## src/rtl/uart_pixel_assembler.sv

```systemverilog
// uart_pixel_assembler
//   Packs a stream of received UART bytes into pixel words and writes them to
//   sequential RAM addresses. Bytes fill byte lanes in arrival order. A full
//   pixel is then presented as a write request that is held until the RAM
//   accepts it. While a write is pending, one further byte is parked in a skid
//   register. A byte that cannot be parked is dropped and reported. A partial
//   pixel that stalls for too long is discarded and reported.
//
// Ports
//   clk          system clock, rising edge
//   reset        synchronous, active-high
//   rx_valid     one-cycle strobe qualifying data_in
//   data_in[7:0] received byte
//   frame_sync   one-cycle strobe: restart the frame at address 0
//   wr_ready     RAM accepts a write this cycle
//   wr_en        write request, held until accepted
//   wr_data      assembled pixel (DW bits)
//   wr_addr      pixel address (AW bits)
//   frame_done   one-cycle pulse after the last address of a frame is written
//   byte_drop    one-cycle pulse, byte lost because the skid register was full
//   timeout_err  one-cycle pulse, partial pixel discarded on inter-byte timeout
module uart_pixel_assembler #(
  parameter int PIXEL_COUNT     = 172800,
  parameter int BYTES_PER_PIXEL = 3,
  parameter int LSB_FIRST       = 1,
  parameter int BYTE_TIMEOUT    = 1000000,
  localparam int AW = (PIXEL_COUNT > 1) ? $clog2(PIXEL_COUNT) : 1,
  localparam int DW = 8 * BYTES_PER_PIXEL
) (
  input  logic          clk,
  input  logic          reset,
  input  logic          rx_valid,
  input  logic [7:0]    data_in,
  input  logic          frame_sync,
  input  logic          wr_ready,
  output logic          wr_en,
  output logic [DW-1:0] wr_data,
  output logic [AW-1:0] wr_addr,
  output logic          frame_done,
  output logic          byte_drop,
  output logic          timeout_err
);

  localparam int CW = (BYTES_PER_PIXEL > 1) ? $clog2(BYTES_PER_PIXEL) : 1;
  localparam int TW = (BYTE_TIMEOUT > 1) ? $clog2(BYTE_TIMEOUT + 1) : 1;

  localparam logic [CW-1:0] CNT_LAST  = CW'(BYTES_PER_PIXEL - 1);
  localparam logic [AW-1:0] ADDR_LAST = AW'(PIXEL_COUNT - 1);
  localparam logic [TW-1:0] TMO_LAST  = TW'(BYTE_TIMEOUT - 1);

  typedef enum logic {
    S_COLLECT = 1'b0,
    S_WRITE   = 1'b1
  } state_t;

  state_t          state_q, state_d;
  logic [CW-1:0]   cnt_q, cnt_d;
  logic [DW-1:0]   lanes_q, lanes_d;
  logic [AW-1:0]   addr_q, addr_d;
  logic [7:0]      skid_q, skid_d;
  logic            skid_vld_q, skid_vld_d;
  logic [TW-1:0]   tmo_q, tmo_d;
  logic            frame_done_q, frame_done_d;
  logic            byte_drop_q, byte_drop_d;
  logic            timeout_err_q, timeout_err_d;

  // Per-cycle events shared between the datapath and the FSM.
  logic            pix_done;
  logic            wr_done;

  // In COLLECT up to two bytes can be taken in one cycle: the parked skid
  // byte (always first) and a freshly received byte.
  logic            byte_a_vld;
  logic [7:0]      byte_a;
  logic            byte_b_vld;

  // Place byte b into the lane addressed by byte position pos.
  function automatic logic [DW-1:0] put_byte(input logic [DW-1:0] w,
                                             input int pos,
                                             input logic [7:0] b);
    int lane;
    lane = (LSB_FIRST != 0) ? pos : (BYTES_PER_PIXEL - 1 - pos);
    w[8*lane +: 8] = b;
    return w;
  endfunction

  // State register
  always_ff @(posedge clk) begin
    if (reset) begin
      state_q       <= S_COLLECT;
      cnt_q         <= '0;
      lanes_q       <= '0;
      addr_q        <= '0;
      skid_vld_q    <= 1'b0;
      tmo_q         <= '0;
      frame_done_q  <= 1'b0;
      byte_drop_q   <= 1'b0;
      timeout_err_q <= 1'b0;
    end else begin
      state_q       <= state_d;
      cnt_q         <= cnt_d;
      lanes_q       <= lanes_d;
      addr_q        <= addr_d;
      skid_vld_q    <= skid_vld_d;
      tmo_q         <= tmo_d;
      frame_done_q  <= frame_done_d;
      byte_drop_q   <= byte_drop_d;
      timeout_err_q <= timeout_err_d;
    end
  end

  // The parked byte is only meaningful while skid_vld_q is set.
  always_ff @(posedge clk) begin
    skid_q <= skid_d;
  end

  // Next-state logic
  always_comb begin
    state_d = state_q;
    if (frame_sync) begin
      state_d = S_COLLECT;
    end else begin
      case (state_q)
        S_COLLECT: if (pix_done) state_d = S_WRITE;
        S_WRITE:   if (wr_done)  state_d = S_COLLECT;
        default:   state_d = S_COLLECT;
      endcase
    end
  end

  // Datapath next values
  always_comb begin
    cnt_d         = cnt_q;
    lanes_d       = lanes_q;
    addr_d        = addr_q;
    skid_d        = skid_q;
    skid_vld_d    = skid_vld_q;
    tmo_d         = tmo_q;
    frame_done_d  = 1'b0;
    byte_drop_d   = 1'b0;
    timeout_err_d = 1'b0;
    pix_done      = 1'b0;
    wr_done       = 1'b0;
    byte_a_vld    = 1'b0;
    byte_a        = data_in;
    byte_b_vld    = 1'b0;

    if (frame_sync) begin
      // Restart wins over everything, including a byte in this same cycle.
      cnt_d      = '0;
      lanes_d    = '0;
      addr_d     = '0;
      skid_vld_d = 1'b0;
      tmo_d      = '0;
    end else if (state_q == S_COLLECT) begin
      if (skid_vld_q) begin
        byte_a     = skid_q;
        byte_a_vld = 1'b1;
        byte_b_vld = rx_valid;
        skid_vld_d = 1'b0;
      end else begin
        byte_a     = data_in;
        byte_a_vld = rx_valid;
      end

      if (byte_a_vld) begin
        tmo_d   = '0;
        lanes_d = put_byte(lanes_q, int'(cnt_q), byte_a);
        if (cnt_q == CNT_LAST) begin
          pix_done = 1'b1;
          cnt_d    = '0;
          // The second byte belongs to the next pixel; park it.
          if (byte_b_vld) begin
            skid_d     = data_in;
            skid_vld_d = 1'b1;
          end
        end else begin
          cnt_d = cnt_q + CW'(1);
          if (byte_b_vld) begin
            lanes_d = put_byte(lanes_d, int'(cnt_q) + 1, data_in);
            if (cnt_q + CW'(1) == CNT_LAST) begin
              pix_done = 1'b1;
              cnt_d    = '0;
            end else begin
              cnt_d = cnt_q + CW'(2);
            end
          end
        end
      end else if (cnt_q != '0) begin
        // Inter-byte timeout only runs while a pixel is partially filled.
        if (tmo_q == TMO_LAST) begin
          cnt_d         = '0;
          lanes_d       = '0;
          tmo_d         = '0;
          timeout_err_d = 1'b1;
        end else begin
          tmo_d = tmo_q + TW'(1);
        end
      end
    end else begin
      if (wr_ready) begin
        wr_done = 1'b1;
        cnt_d   = '0;
        if (addr_q == ADDR_LAST) begin
          addr_d       = '0;
          frame_done_d = 1'b1;
        end else begin
          addr_d = addr_q + AW'(1);
        end
      end
      if (rx_valid) begin
        if (!skid_vld_q) begin
          skid_d     = data_in;
          skid_vld_d = 1'b1;
        end else begin
          byte_drop_d = 1'b1;
        end
      end
    end
  end

  // Outputs
  always_comb begin
    wr_en       = (state_q == S_WRITE);
    wr_data     = lanes_q;
    wr_addr     = addr_q;
    frame_done  = frame_done_q;
    byte_drop   = byte_drop_q;
    timeout_err = timeout_err_q;
  end

endmodule

```

## config.mk

```make
export PLATFORM = sky130hd
export DESIGN_NAME = uart_pixel_assembler
export DESIGN_NICKNAME = d
export VERILOG_FILES = /design/src/rtl/uart_pixel_assembler.sv
export SDC_FILE = /design/constraint.sdc
export NUM_CORES = 1
export LEC_CHECK = 0
export ABC_AREA = 0
export CORE_MARGIN = 1.5
export CORE_UTILIZATION = 45
export DETAILED_ROUTE_END_ITERATION = 10
export DONT_BUFFER_PORTS = 1
export GPL_ROUTABILITY_DRIVEN = 0
export GPL_TIMING_DRIVEN = 0
export PLACE_DENSITY = 0.57
export SLEW_MARGIN = 20
export SYNTH_ARGS = -nofsm -noshare
export SYNTH_HDL_FRONTEND = slang
export SYNTH_SLANG_ARGS = --single-unit
```

## constraint.sdc

```tcl
create_clock -name clk -period 5.3 [get_ports clk]
set_input_delay 1.06 -clock clk [delete_from_list [all_inputs] [get_ports clk]]
set_output_delay 1.06 -clock clk [all_outputs]
set_load 0.02 [all_outputs]
```

; Word level (Yosys, flattened, before mapping)
; Index checks and enable logic that the tools add are counted.
[totals]
inputBits = 13
out_inout_bits = 46
ff_bits = 77
[classes]
eq_ne = 6
n_bitwise = 5
add_sub_neg = 7
n_reduce_logical = 17
mux = 53
n_shift = 4
[op_table]
columns = cell, count
row1 = 24-bit 2-to-1 mux, 5
row2 = "8-bit by 33-bit variable shift with 24-bit output, first input constant", 2
row3 = 8-bit by 33-bit indexed part select with 24-bit output, 2
row4 = 8-bit 2-to-1 mux, 8
row5 = 20-bit 2-to-1 mux, 3
row6 = 24-bit bitwise mux, 2
row7 = 5-bit negation with 33-bit output, 1
row8 = 6-bit negation with 33-bit output, 1
row9 = 1-bit 2-to-1 mux, 25
row10 = "20-bit by 1-bit adder with 20-bit output, second input constant", 1
row11 = "20-bit == test, second input constant", 1
row12 = "18-bit by 1-bit adder with 18-bit output, second input constant", 1
row13 = "18-bit == test, second input constant", 1
row14 = 18-bit 2-to-1 mux, 1
row15 = 2-bit 2-to-1 mux, 8
row16 = 2-bit nonzero test, 6
row17 = 4-bit OR reduction, 2
row18 = 3-bit AND reduction, 2
row19 = 3-bit nonzero test, 2
row20 = 1-bit NOT, 5
row21 = 5-bit AND reduction, 1
row22 = 5-bit OR reduction, 1
row23 = "2-bit == test, second input constant", 2
row24 = "2-bit != test, second input constant", 2
row25 = other kinds (6), 7

; Depth between registers and ports, before layout
; Gate-level depths: netlist (run 1).
[depth]
ltp_word = 10
depth_mapped = 9
depth_no_buf = 7

; Least setup slack after synthesis (run 1)
; OpenSTA, ideal clock, no wires.
[synth_path]
path_kind = register to register
startpoint = reg cnt_q[0]
endpoint = reg lanes_q[12], in the netlist wr_data[12]
stages_incl_launch_ff = 10
period_less_slack_ns = 2.511
slack_ns = 2.789
setup_time_ns = 0.092
arrival_ns = 2.418
path_cell_list = dfxtp_1 -> clkbuf_1 -> inv_1 -> ha_1 -> buf_1 -> or3b_2 -> clkbuf_1 -> nor2_1 -> a21oi_1 -> o32ai_1
[synth_via]
elab_chain_len = 7
word_cells_on_any_way = 16
[synth_lines]
columns = item, line_no
row1 = from (decl), 57  ; logic [CW-1:0] cnt_q, cnt_d;
row2 = from (signal assigned), 101  ; cnt_q <= cnt_d;
row3 = 2-bit by 1-bit adder with 3-bit output / 5-bit negation with 33-bit output (equally long branches), "180, 83"
row4 = 6-bit negation with 33-bit output (tied with other cells), 83  ; w[8*lane +: 8] = b;
row5 = 8-bit by 33-bit indexed part select with 24-bit output (tied with other cells), 83
row6 = 24-bit bitwise mux, 83
row7 = 24-bit 2-to-1 mux, 179  ; if (byte_b_vld) begin
row8 = 24-bit 2-to-1 mux, 169  ; if (cnt_q == CNT_LAST) begin
row9 = 24-bit 2-to-1 mux, 166  ; if (byte_a_vld) begin
row10 = to (signal assigned), 102  ; lanes_q <= lanes_d;
row11 = to (decl), 58  ; logic [DW-1:0] lanes_q, lanes_d;
; Parallel ways exist; a longest one is shown, timed or not.
; A chain may end at the register's enable or synchronous reset.

; Worst setup path after layout (run 1)
; Same ends and word-level chain as after synthesis.

==> results of run 1 <==
cell families after synthesis:
| family | after synthesis |
|---|---|
| and+or+nand+nor | 187 |
| adders and majority gates | 10 |
| buffers and inverters | 52 |
| DFF | 77 |
| xor gates and xnor gates | 18 |
| muxes | 12 |
| AOI/OAI and AO/OA | 130 |
registers in the layout, indices dropped and copies added (netlist names):
register / flops
frame_done: 1
wr_en: 1
tmo_q: 20
timeout_err: 1
wr_addr: 18
skid_q: 8
cnt_q: 2
byte_drop: 1
skid_vld_q: 1
wr_data: 24
placed cells by master, fill, tap and decap left out, types with 7 or more instances in the layout:
| cell | instances |
|---|---|
| mux2_2 | 7 |
| edfxtp_1 | 8 |
| a21oi_1 | 40 |
| nand2_1 | 25 |
| inv_1 | 22 |
| nand3_1 | 26 |
| o2bb2ai_1 | 9 |
| clkbuf_1 | 24 |
| nor3_1 | 17 |
| a222oi_1 | 7 |
| nor2_1 | 38 |
| clkbuf_8 | 9 |
| o21ai_0 | 28 |
| nand4_1 | 12 |
| ha_1 | 10 |
| xor2_1 | 10 |
| or4_1 | 7 |
| dfxtp_1 | 69 |
| xnor2_1 | 8 |
| nor4_1 | 7 |
| or3_1 | 10 |
| a22o_1 | 8 |
worst max-delay path: cells and delay by family (launching register included):
| family | cells | cell delay, ns |
|---|---|---|
| fa+ha+maj | 1 | 0.33 |
| buf+inv | 4 | 1.08 |
| flops | 1 | 0.45 |
| compound gates | 2 | 0.39 |
| simple gates | 2 | 0.78 |
per-stage QoR:
step	util, %	power, uW	setup WS (ns)	cell area (sq um)	cells
final	50.79	1313	2.199	4494	610
after global routing	50.79	1384	1.943	4494	610
after CTS	50.79	1322	2.235	4494	610
after detailed placement	48.64	872.0	2.251	4304	594
after global placement	48.59	867.7	2.208	4299	594
after floorplan	-	803.8	2.789	4164	486
layer usage:
layer  routed length, um  GRT usage [%]  vias up  share of wire [%]
met2                5516          39.36      114                 48
met3                 578          5.200       16                5.1
met5                   0              0        -                  0
met1                5111          31.27     1833                 45
met4                 206          8.884        0                1.8
li1                    -              -     1850                  -
power breakdown:
part	internal [uW]	total (uW)	switching, uW
Combinational	83.4	250	166
Clock	220	449	228
Sequential	597	615	17.6
Total	901	1310	412
cell type report:
type,count,area (sq um)
fillers,874,4354
multi-input cells,357,2333
flip-flops and latches,77,1622
well taps,108,135.1
clock buffers,11,131.4
plain buffers,30,131.4
inverters,22,82.58
clock inverters,5,58.81
cells in the mapped netlist (all sizes together), types with 5 or more instances:
| master | number |
|---|---|
| o31ai | 5 |
| or4 | 8 |
| o21ai | 29 |
| a21oi | 40 |
| inv | 22 |
| o211ai | 5 |
| nand4 | 12 |
| clkbuf | 22 |
| nor3 | 17 |
| mux2 | 7 |
| nand3 | 26 |
| nor4 | 7 |
| dfxtp | 69 |
| xnor2 | 8 |
| buf | 8 |
| a22o | 8 |
| nor3b | 6 |
| nor2 | 38 |
| nor2b | 6 |
| a32oi | 5 |
| o2bb2ai | 9 |
| or3 | 10 |
| edfxtp | 8 |
| ha | 10 |
| a222oi | 7 |
| and4 | 5 |
| nand2 | 25 |
| xor2 | 10 |
| mux2i | 5 |
path summary, 6_finish.rpt:
check	from	endpoint	slack [ns]	depth (start not counted)
worst min register to register	tmo_q[19]$_SDFFE_PP0P_	tmo_q[19]$_SDFFE_PP0P_	0.49	2
worst max-delay path	cnt_q[0]$_SDFFE_PP0P_	wr_data[12]$_SDFFE_PP0P_	2.20	9
worst min-delay path	tmo_q[19]$_SDFFE_PP0P_	tmo_q[19]$_SDFFE_PP0P_	0.49	2
worst max register to register	cnt_q[0]$_SDFFE_PP0P_	wr_data[12]$_SDFFE_PP0P_	2.20	9
==> run_results.csv, run 1 <==
group,metric,value,unit
synth,synth_top_family_by_area,"simple AND/OR/NAND/NOR gates",
routing,first_iter_violations,210,
routing,antenna_left,0,
synth,synth_xor_area_share,3.786,%
placed_design,port-buffer-count,0,
synth,yosys.area.top_type_share,33.17,%
routing,drt-wirelength-per-cell,18.71,um
setup_path,critPathArrivalTime,3.37,ns
floorplan,core.rowCount,34,
synth,netlist-cell-type-count,57,
setup_path,crit_path_top_delay_cell,"or3b_2",
cts,cts_tree,"yes",
synth,yosys_warnings,0,
timing,period_minus_slack,3.101,ns
timing,drv_slew,0,
synth,synthTopCellsByArea,"dfxtp_1, edfxtp_1, a21oi_1, nor2_1, o21ai_0",
final_layout,area_growth_syn_to_layout,7.933,%
cts,cts_buffers,9,
routing,num_vias,3813,
final_layout,nets,520,
cts,htreeDepth,3,
synth,ys_ff_latch,77,
floorplan,die_y,99.20,um
grt,grt_max_degree,14,
setup_path,crit_path_max_fanout,10,
power_and_ir_drop,vdd_ir_drop_max,154.9,uV
floorplan,initial_core_util,47.06,%
grt,grt_pass1_vias,3641,
synth,synth_fa_ha_area_share,3.005,%
synth,synth_edf_count,8,
setup_path,worst_path_most_repeated_cell,"clkbuf_1",
setup_path,critPathLaunchType,"register",
grt,grt_pass1_wl,18.67,mm
routing,drc,0,
floorplan,die_x,99.20,um
power_and_ir_drop,cellLeakagePower,0.001364,uW
routing,viasPerCell,6.251,
cts,cts_hold_buf,0,
synth,synth_cells,486,
grt,overflow,0,
floorplan,die_area,0.009840,sq mm
floorplan,ios,59,
cts,ctsResizeCount,0,
synth,seq_area_frac_synth,38.94,%
timing,hold_viol,0,
setup_path,cp_data_required_time,5.57,ns
setup_path,criticalPathCategory,"register to register",
synth,synthArstFlopShare,0,%
grt,track_usage,24.01,%
routing,drt_pre_antenna_iters,7,
timing,rsz0062_at_grt,"false",
timing,slew-limit-headroom,36.57,%
cts,cts_root_buffer,"clkbuf_8",
timing,finalSetupTns,0,ns
synth,synth.net_count,509,
setup_path,end_kind,"register",
final_layout,antennaDiodeCount,0,
power_and_ir_drop,power.density,292.1,mW/mm^2
placed_design,dp_hpwl,8.336,mm
synth,muxShareOfSynthArea,3.095,%
final_layout,drive_gt1_share,7.371,%
floorplan,core,0.008848,sq mm
cts,clock_latency,0.36,ns
synth,synth_compound_area_share,20.76,%
cts,clkTransAtPathRegs,0.09,ns
synth,syn_area,0.004164,sq mm
setup_path,cp_slowest_stage_delay,0.48,ns
timing,setup_violations,0,
cts,cts_sinks,77,
min_path,hp-class,"register to register",
cts,post-cts-setup-buffers,0,
outcome,status,"complete, no violations",
run,maxCapViolCount,0,
synth,yosysTopAreaCell,"dfxtp_1",
cts,clock_path_buffers,2,
grt,antenna_found_initial,0,
synth,synth-simple-area-share,25.27,%
setup_path,path_cells,"clkbuf_1 > inv_1 > ha_1 > buf_1 > or3b_2 > clkbuf_1 > nor2_1 > a21oi_1 > o32ai_1",
timing,fmax,322.5,MHz
routing,wirelength,11.41,mm
synth,postSynthAreaPerCell,8.568,sq um
timing,whs,0.4921,ns
timing,tightest_slew,0.9494,ns
timing,skew,0.01279,ns
timing,finalCritPeriodShare,58.51,%
synth,yosys_most_used_dff,"dfxtp_1",
No activity file was read; power rests on OpenSTA's default activity.
==> inputs of run 2 (changes only) <==
==> constraint.sdc (replaced) <==
create_clock -name clk -period 3.2 [get_ports clk]
set_input_delay 0.64 -clock clk [delete_from_list [all_inputs] [get_ports clk]]
set_output_delay 0.64 -clock clk [all_outputs]
set_load 0.02 [all_outputs]
==> run 2 against run 1 <==
Effect of this change: worst hold slack lost 0.033 ns; critical path depth is the same; utilization is essentially flat; global-route usage is the same; count of clock-buffer cells in the layout is the same; worst setup slack lost 1.9 ns; critical endpoint unchanged.
==> run_results.csv, run 2 (same netlist as run 1, synthesis figures left out) <==
group,metric,value,unit
floorplan,initial_core_util,47.06,%
routing,first_iter_violations,209,
timing,rsz0062_at_grt,"false",
placed_design,port-buffer-count,0,
timing,drv_slew,0,
placed_design,dp_slack,0.1514,ns
cts,cts_root_buffer,"clkbuf_8",
floorplan,core.rowCount,34,
cts,htreeDepth,3,
final_layout,most-common-layout-cells,"dfxtp_1, a21oi_1, nor2_1, o21ai_0, nand3_1",
grt,overflow,0,
placed_design,dp_hpwl,8.336,mm
timing,tightest_slew,0.9491,ns
grt,antenna_found_initial,0,
floorplan,die_x,99.20,um
timing,finalSetupTns,0,ns
final_layout,nets,520,
final_layout,antennaDiodeCount,0,
final_layout,area_growth_syn_to_layout,7.963,%
cts,cts_buffers,9,
routing,viasPerCell,6.264,
setup_path,critPathArrivalTime,3.18,ns
grt,grt_pass1_vias,3641,
final_layout,design_area,0.004496,sq mm
timing,whs,0.4591,ns
power_and_ir_drop,power,2176,uW
cts,clkTransAtPathRegs,0.09,ns
power_and_ir_drop,vdd_ir_drop_max,256.1,uV
final_layout,n_fill_cell,873,
timing,finalCritPeriodShare,90.96,%
routing,drt-wirelength-per-cell,18.66,um
timing,slew-limit-headroom,36.59,%
setup_path,critPathLaunchType,"register",
floorplan,die_y,99.20,um
placed_design,placed_area,0.004304,sq mm
timing,period_minus_slack,2.911,ns
cts,cts_tree,"yes",
timing,skew,0.01232,ns
floorplan,die_area,0.009840,sq mm
timing,fmax,343.5,MHz
cts,cts_sinks,77,
power_and_ir_drop,power.density,484.1,mW/mm^2
outcome,status,"complete, no violations",
power_and_ir_drop,cellLeakagePower,0.001367,uW
cts,clock_latency,0.36,ns
final_layout,drive_gt1_share,7.570,%
grt,grt_max_degree,14,
setup_path,crit_path_max_fanout,10,
floorplan,ios,59,
routing,antenna_left,0,
final_layout,largest_reg_flops,24,
routing,drt_pre_antenna_iters,5,
final_layout,final_common_cell,"dfxtp_1",
routing,drc,0,
cts,clock_path_buffers,2,
cts,post-cts-setup-buffers,0,
grt,grt_pass1_wl,18.67,mm
grt,track_usage,24.01,%
floorplan,core,0.008848,sq mm
run,maxCapViolCount,0,
setup_path,cp_data_required_time,3.47,ns
min_path,hp-class,"primary input to register",
setup_path,criticalPathCategory,"register to register",
timing,setup_ws,0.2892,ns
routing,num_vias,3821,
routing,wirelength,11.39,mm
setup_path,end_kind,"register",
timing,setup_violations,0,
timing,hold_viol,0,
==> run 2: timing repair <==
action                     4_1_cts  5_1_grt
setup endpoints to repair        0        3
hold buffers                     0        0
gates resized for setup          0        2
==> run 2: power breakdown <==
| group | internal [uW] | switching (uW) | total (uW) |
|---|---|---|---|
| combinational | 139 | 275 | 415 |
| clock | 365 | 379 | 743 |
| sequential | 989 | 29.3 | 1020 |
| total | 1490 | 683 | 2180 |
==> run 2: path summary, 6_finish.rpt <==
check | slack, ns | to | depth (start not counted) | startpoint
setup reg to reg | 0.29 | wr_data[12]$_SDFFE_PP0P_ | 9 | cnt_q[0]$_SDFFE_PP0P_
hold reg to reg | 0.49 | tmo_q[19]$_SDFFE_PP0P_ | 2 | tmo_q[19]$_SDFFE_PP0P_
hold / removal | 0.46 | wr_data[13]$_SDFFE_PP0P_ | 2 | data_in[5]
setup / recovery | 0.29 | wr_data[12]$_SDFFE_PP0P_ | 9 | cnt_q[0]$_SDFFE_PP0P_
==> run 2: cell type report <==
class	instances	area (sq um)	area share [%]
multi-input cells	357	2333	51.91
well taps	108	135.1	3.006
clock buffers	11	131.4	2.922
flip-flops and latches	77	1622	36.07
inverters	22	82.58	1.837
clock inverters	5	58.81	1.308
plain buffers	30	132.6	2.950
==> run 2: routing by layer <==
layer	vias to the layer above	GRT usage, %	routed length [um]
met5	-	0	0
met2	100	39.36	5523
met1	1851	31.27	5059
met4	0	8.884	229
met3	16	5.200	573
li1	1854	-	-
==> run 2: metrics by stage <==
step	util [%]	instances
final	50.81	610
after global routing	50.81	610
after CTS	50.79	610
after detailed placement	48.64	594
after global placement	48.59	594
after floorplan	-	486
==> run 2: worst max-delay path, cell delays in order, from the launching register on <==
cell	delay [ns]
dfxtp_1	0.45
clkbuf_2	0.27
inv_1	0.14
ha_1	0.31
buf_1	0.32
or3b_2	0.47
clkbuf_1	0.17
nor2_1	0.30
a21oi_1	0.12
o32ai_1	0.27
